## config.mk

```make
export PLATFORM = sky130hd
export DESIGN_NAME = dffram_arbiter
export DESIGN_NICKNAME = d
export VERILOG_FILES = /design/src/rtl/dffram_arbiter.sv
export SDC_FILE = /design/constraint.sdc
export NUM_CORES = 1
export LEC_CHECK = 0
export ABC_AREA = 1
export CAP_MARGIN = 20
export CORE_AREA = 2 2 93 95
export CTS_CLUSTER_SIZE = 25
export DETAILED_ROUTE_END_ITERATION = 6
export DIE_AREA = 0 0 95 97
export HOLD_SLACK_MARGIN = 0.06
export PLACE_DENSITY = 0.71
export SYNTH_ARGS = -nofsm -noshare
export SYNTH_HDL_FRONTEND = slang
export SYNTH_SLANG_ARGS = --single-unit
export TNS_END_PERCENT = 5
```

## constraint.sdc

```tcl
create_clock -name CLK -period 1.15 [get_ports CLK]
set_input_delay 0.115 -clock CLK [delete_from_list [all_inputs] [get_ports CLK]]
set_output_delay 0.115 -clock CLK [all_outputs]
set_load 0.05 [all_outputs]
```

## src/rtl/dffram_arbiter.sv

```systemverilog
// dffram_arbiter: shares one single-port, byte-writable DFFRAM macro between
// two Wishbone-classic requesters (port 0 and port 1).
//
// Every transaction takes exactly three cycles (IDLE -> ACCESS -> ACK), so
// the RAM sees at most one access every three cycles. A strobe that is still
// held during ACK is not serviced again until the FSM is back in IDLE.
//
// Build option:
//   DFFRAM_ARB_RR_EN  defined   : round-robin between simultaneous requests
//                                 (the port that did not win last time wins).
//   DFFRAM_ARB_RR_EN  undefined : fixed priority, port 0 always wins.
//
// state    | meaning
// ---------+-------------------------------------------------------------
// S_IDLE   | no transaction; RAM pins parked at 0; arbitration on edge
// S_ACCESS | RAM pins driven from the granted port's live inputs
// S_ACK    | RAM read data returned with a one-cycle ack to the grantee

module dffram_arbiter #(
  parameter  int COLS    = 1,
  localparam int A_WIDTH = 8 + $clog2(COLS)
) (
  input  logic               CLK,
  input  logic               RESETn,

  input  logic               m0_cyc,
  input  logic               m0_stb,
  input  logic               m0_we,
  input  logic [3:0]         m0_sel,
  input  logic [A_WIDTH-1:0] m0_adr,
  input  logic [31:0]        m0_dat_i,
  output logic [31:0]        m0_dat_o,
  output logic               m0_ack,

  input  logic               m1_cyc,
  input  logic               m1_stb,
  input  logic               m1_we,
  input  logic [3:0]         m1_sel,
  input  logic [A_WIDTH-1:0] m1_adr,
  input  logic [31:0]        m1_dat_i,
  output logic [31:0]        m1_dat_o,
  output logic               m1_ack,

  output logic               ram_en,
  output logic [3:0]         ram_we,
  output logic [A_WIDTH-1:0] ram_a,
  output logic [31:0]        ram_di,
  input  logic [31:0]        ram_do
);

  localparam logic [1:0] S_IDLE   = 2'd0;
  localparam logic [1:0] S_ACCESS = 2'd1;
  localparam logic [1:0] S_ACK    = 2'd2;

  logic [1:0]         state;
  logic               grant;
  logic               last;
  logic               abort_q;

  logic               req0;
  logic               req1;
  logic               pick;

  logic               g_cyc;
  logic               g_we;
  logic [3:0]         g_sel;
  logic [A_WIDTH-1:0] g_adr;
  logic [31:0]        g_dat;

  logic               in_access;
  logic               in_ack;
  logic               ack_live;

  assign req0 = m0_cyc & m0_stb;
  assign req1 = m1_cyc & m1_stb;

`ifdef DFFRAM_ARB_RR_EN
  // With both ports asking, the one that was not served last time wins.
  assign pick = (req0 & req1) ? ~last : req1;
`else
  // Port 0 wins any contest; port 1 only gets in when port 0 is quiet.
  assign pick = ~req0;

  // last is kept up to date in both builds but fixed priority never reads it.
  logic unused_last;
  assign unused_last = last;
`endif

  // Mux of the granted port's live Wishbone inputs.
  always_comb begin
    if (grant) begin
      g_cyc = m1_cyc;
      g_we  = m1_we;
      g_sel = m1_sel;
      g_adr = m1_adr;
      g_dat = m1_dat_i;
    end else begin
      g_cyc = m0_cyc;
      g_we  = m0_we;
      g_sel = m0_sel;
      g_adr = m0_adr;
      g_dat = m0_dat_i;
    end
  end

  // Transaction sequencer: arbitrate in IDLE, one RAM cycle, one ack cycle.
  always_ff @(posedge CLK or negedge RESETn) begin
    if (!RESETn) begin
      state   <= S_IDLE;
      grant   <= 1'b0;
      last    <= 1'b1;
      abort_q <= 1'b0;
    end else begin
      case (state)
        S_IDLE: begin
          if (req0 | req1) begin
            grant   <= pick;
            abort_q <= 1'b0;
            state   <= S_ACCESS;
          end
        end
        S_ACCESS: begin
          // The RAM commits regardless; a master that let go of cyc here
          // has abandoned the cycle and must not see an ack for it.
          abort_q <= ~g_cyc;
          state   <= S_ACK;
        end
        S_ACK: begin
          last  <= grant;
          state <= S_IDLE;
        end
        default: begin
          state <= S_IDLE;
        end
      endcase
    end
  end

  assign in_access = (state == S_ACCESS);
  assign in_ack    = (state == S_ACK);
  assign ack_live  = in_ack & g_cyc & ~abort_q;

  // RAM pins: driven only in ACCESS, parked at zero otherwise.
  always_comb begin
    ram_en = 1'b0;
    ram_we = 4'b0000;
    ram_a  = '0;
    ram_di = 32'h0;
    if (in_access) begin
      ram_en = 1'b1;
      ram_we = g_sel & {4{g_we}};
      ram_a  = g_adr;
      ram_di = g_dat;
    end
  end

  // Per-port ack and read data; data is forced to zero whenever ack is low.
  always_comb begin
    m0_ack   = ack_live & ~grant;
    m1_ack   = ack_live &  grant;
    m0_dat_o = m0_ack ? ram_do : 32'h0;
    m1_dat_o = m1_ack ? ram_do : 32'h0;
  end

endmodule
```

-- After elaboration in Yosys (flattened, before gate mapping)
Index checks and enable logic that the tools add are counted.
- output and inout bits: 111
- input bits: 128
- flip-flop bits (word level): 4
- bitwise operators: 12
- equality and inequality tests: 3
- reduce and logical (&&, ||, !) cells: 4
- mux-type cells: 15
- operators by type and width (kind ; number):
    $mux W32 ; 4
    $mux W8 ; 2
    $mux W4 ; 2
    $and A1 B1 Y1 ; 6
    $and A4 B4 Y4 ; 1
    $mux W1 ; 4
    $not A1 Y1 ; 4
    $pmux W2 S2 ; 1
    $reduce_and A2 Y1 ; 2
    $eq A2 B1 Y1 const B ; 1
    $eq A2 B2 Y1 const B ; 1
    $logic_not A2 Y1 ; 1
    $mux W2 ; 1
    $ne A2 B2 Y1 const B ; 1
    $pmux W1 S2 ; 1
    $reduce_bool A2 Y1 ; 1
    $or A1 B1 Y1 ; 1

-- Logic depth before layout (Yosys ltp)
- depth in word-level cells: 5
- mapped depth: 5

-- Worst setup path after synthesis
Ideal clock, no wire load.
- kind: reg-to-output
- start point: register state[1]
- end point: output ram_we[0]
- buffers on the path: 0
- stages on the path, launching flop included: 6
- required time: 1035 ps
- arrival time: 1620 ps
- path slack: -585 ps
- cells stage by stage: dfrtp_1 inv_2 nand2_2 inv_2 nand3_2 nor2_1
- longest elaborated chain between the ends: 2
- ends and longest elaborated chain (element ; RTL line ; source):
    from (decl) ; 55 ; logic [1:0] state;
    from (signal assigned) ; 109 ; state <= S_IDLE;
    from (signal assigned) ; 119 ; state <= S_ACCESS;
    from (signal assigned) ; 126 ; state <= S_ACK;
    $eq A2 B1 Y1 ; 139 ; assign in_access = (state == S_ACCESS);
    $mux W4 ; 149 ; if (in_access) begin
    to (decl) ; 45 ; output logic [3:0] ram_we,
Every way passes these cells.

-- Worst setup path in the final report
- start point: register grant
- end point: output m0_dat_o[19]
- longest elaborated chain between the ends: 5
- elaborated cells between the ends (all ways): 6
- those cells by class: 2 x mux; 4 x bitwise
- ends and longest elaborated chain (element ; RTL line ; source):
    from (decl) ; 56 ; logic grant;
    from (signal assigned) ; 117 ; grant <= pick;
    $mux W1 ; 91 ; if (grant) begin
    $and A1 B1 Y1 (2 in series) ; 141 ; assign ack_live = in_ack & g_cyc & ~abort_q;
    $and A1 B1 Y1 (*) ; 159 ; m0_ack = ack_live & ~grant;
    $mux W32 (*) ; 161 ; m0_dat_o = m0_ack ? ram_do : 32'h0;
    to (decl) ; 32 ; output logic [31:0] m0_dat_o,
Every way passes the cells marked *; elsewhere a longest branch is shown, timed or not.

==> out/results.tsv <==
stage	metric	value	unit
yosys	synth_nets	415	
place	portBuffers	238	
cts	clk_pin_slew	0.03	ns
cts	clk_latency	0.22	ns
layout	finalCoreUtilization	77.2	%
power	power_frac_seq	4.2	%
yosys	synth_top_family_by_area	simple AND/OR/NAND/NOR gates	
cts	clockBufferDepth	2	
yosys	synth-edff-count	0	
timing	period_share	137	%
yosys	syn_area	1620	um^2
routing	dr.first_iter.drc_count	29	
setup_path	cpMaxStageDelayCell	dfrtp_2	
yosys	ys_ff_latch	4	
yosys	synth_area_leader_cell	nand2_1	
timing	worst_slack	-0.423	ns
layout	drive_gt1_share	55.8	%
routing	drt_wl_total	9570	um
yosys	synthMuxAreaShare	0	%
timing	rsz0062_at_grt	true	
cts	cts_tree	yes	
timing	finClkSkew	0.00403	ns
yosys	syn_area_per_cell	5.63	um^2
setup_path	critPathMaxFanout	5	
timing	setup_viol	111	
setup_path	slowest_delay	0.46	ns
timing	period_minus_slack	1.57	ns
global_routing	gr-total-overflow	0	
setup_path	path_cells	inv_6, nand4_4, buf_4, nor2_4, buf_12	
yosys	yosys.cell_types.count	17	
power	combPwrFrac	90.5	%
yosys	yosys.area.top_type_share	16.5	%
global_routing	grt_usage	20.8	%
timing	worst_pin_slew	0.294	ns
layout	syn2layout_area_growth	289	%
setup_path	end_kind	output pin	
yosys	synth_ff_type	dfrtp_1	
yosys	netlist_instances	287	
power	power_switching	0.00300	W
yosys	synth_area_leaders	nand2_1, a21oi_2, nor2_1	
routing	drcViolationCount	0	
floorplanning	initial_core_util	19.9	%
cts	htreeDepth	1	
routing	antenna_left	0	
floorplanning	fp.dieH	97	um
power	switching_share	52.4	%
setup_path	arrival	1.46	ns
yosys	yosysWarnings	0	
floorplanning	core	8130	um^2
min_path	hold_path.class	in2async	
layout	fillers	534	
cts	cts_made_buffers	3	
setup_path	start_kind	register	
timing	slew_headroom	80.4	%
setup_path	r2r_slack	0.09	ns
run_status	status	finished, violations left	
yosys	synth_compound_area_share	19.7	%
yosys	ys_top_cells_by_count	nand2_1, nor2_1, inv_1	
power	ir_drop	0.701	mV
global_routing	grt_pass1_wl	15000	um
place	post-dp-hpwl	8500	um
cts	clock-root-buffer	clkbuf_8	
routing	routed_via_density	4.31	
run	cap_violations	0	
place	pre_cts_ws	-0.328	ns
routing	drt_pass1_iterations	4	
setup_path	cp_data_required_time	1.03	ns
yosys	yosys.area_share.simple	50.3	%
global_routing	grt_pass1_vias	2993	
routing	dr_total_vias	2760	
power	p_leak	2.41	nW
layout	fin_nets	666	
timing	fmax	636	MHz
power	power.share.clock	5.3	%
timing	hold_violations	0	
power	p_int	0.00272	W
timing	holdWs	0.100	ns
yosys	ys_seq_area_share	6.20	%
timing	report.final.slew_viol_count	0	
timing	tns	-43.00	ns
yosys	synthAdderAreaFrac	0	%
power	powerDensity	911	nW/um^2
routing	wl_per_cell	14.9	um
global_routing	grt_max_degree	25	
yosys	yosysMostFrequentCell	nand2_1	
floorplanning	io_pins	239	
cts	cts_sinks	4	
setup_path	criticalPathCategory	reg2out	
run_status	violations	negative setup slack	
floorplanning	placementRows	33	
yosys	synth_xor_area_share	0	%
floorplanning	die_w	95	um
yosys	synthArstFlopShare	100	%
place	gp_congestion	0.807	
floorplanning	die_area	9220	um^2
global_routing	antenna_found_initial	0	
layout	num_antenna_cells	0	
cts	holdBufCountCts	0	
-- worst max-delay path, delay by kind of cell (launching register included) --
family	cells	cell delay, ns
DFF	1	0.46
buffers and inverters	3	0.49
and+or+nand+nor	2	0.29
-- cell type report --
cell class / count / area, um^2 / share of cell area (%)
multi-input cells: 221 / 2000 / 31.8
repair buffers: 266 / 3840 / 61.1
flip-flops and latches: 4 / 103 / 1.63
inverters: 42 / 168 / 2.67
clock buffers: 3 / 41.3 / 0.658
well taps: 105 / 131 / 2.09
-- kinds of logic (layout without fill, tap and decap cells) --
group | count (synthesis) | after routing
AND/OR/NAND/NOR | 180 | 180
flip-flops | 4 | 4
buffers and inverters | 62 | 311
AO/OA/AOI/OAI | 41 | 41
-- metal layers --
layer  vias to the layer above  wire, um  track usage, %
met3                        28       926            6.00
met1                      1231      2830            19.3
li1                       1354         -               -
met2                       147      5420            40.4
met4                         0       391            9.36
met5                         -         0               0
-- worst paths after layout --
path	from	cells after the start	end
max	grant	5	m0_dat_o[19]
min reg2reg	abort_q	4	abort_q
min in group CLK	m1_stb	5	grant
max in group asynchronous	RESETn	1	state[1]
min	RESETn	1	abort_q
max reg2reg	state[0]	6	abort_q
-- through the flow --
stage	total power, W	std cells	cell area [um^2]
global placement	0.00508	635	6100
finish	0.00572	641	6280
CTS	0.00577	640	6250
global route	0.00600	641	6280
floorplan	0.00323	287	2450
detailed placement	0.00516	635	6100
-- cell usage in the layout (no fill, tap or decap), types with 3 or more instances in the layout --
cell,Yosys,routed
a21oi_4,0,40
and2_4,0,3
buf_12,3,118
buf_4,3,14
buf_6,12,5
clkbuf_8,0,3
clkdlybuf4s50_1,0,127
inv_1,36,36
inv_2,6,4
nand2_1,71,67
nand2_2,30,32
nor2_2,0,5
nor2_4,1,64
-- registers in the layout, indices dropped and copies added (netlist names) --
name,count
state,2
abort_q,1
grant,1
-- power groups by stage --
stage | clock network (W) | registers, W | logic [W]
2_1_floorplan | 0 | 0.000225 | 0.00300
3_3_place_gp | 0 | 0.000225 | 0.00485
3_5_place_dp | 0 | 0.000228 | 0.00493
4_1_cts | 0.000319 | 0.000239 | 0.00521
5_1_grt | 0.000332 | 0.000245 | 0.00542
6_report | 0.000305 | 0.000240 | 0.00517
-- timing repair --
item / in CTS / in global routing
setup endpoints to repair: 111 / 111
pin swaps: 4 / 1
resized for setup: 19 / 4
setup buffers: 1 / 1
cloned: 1 / 0
No activity file was read; power rests on OpenSTA's default activity.
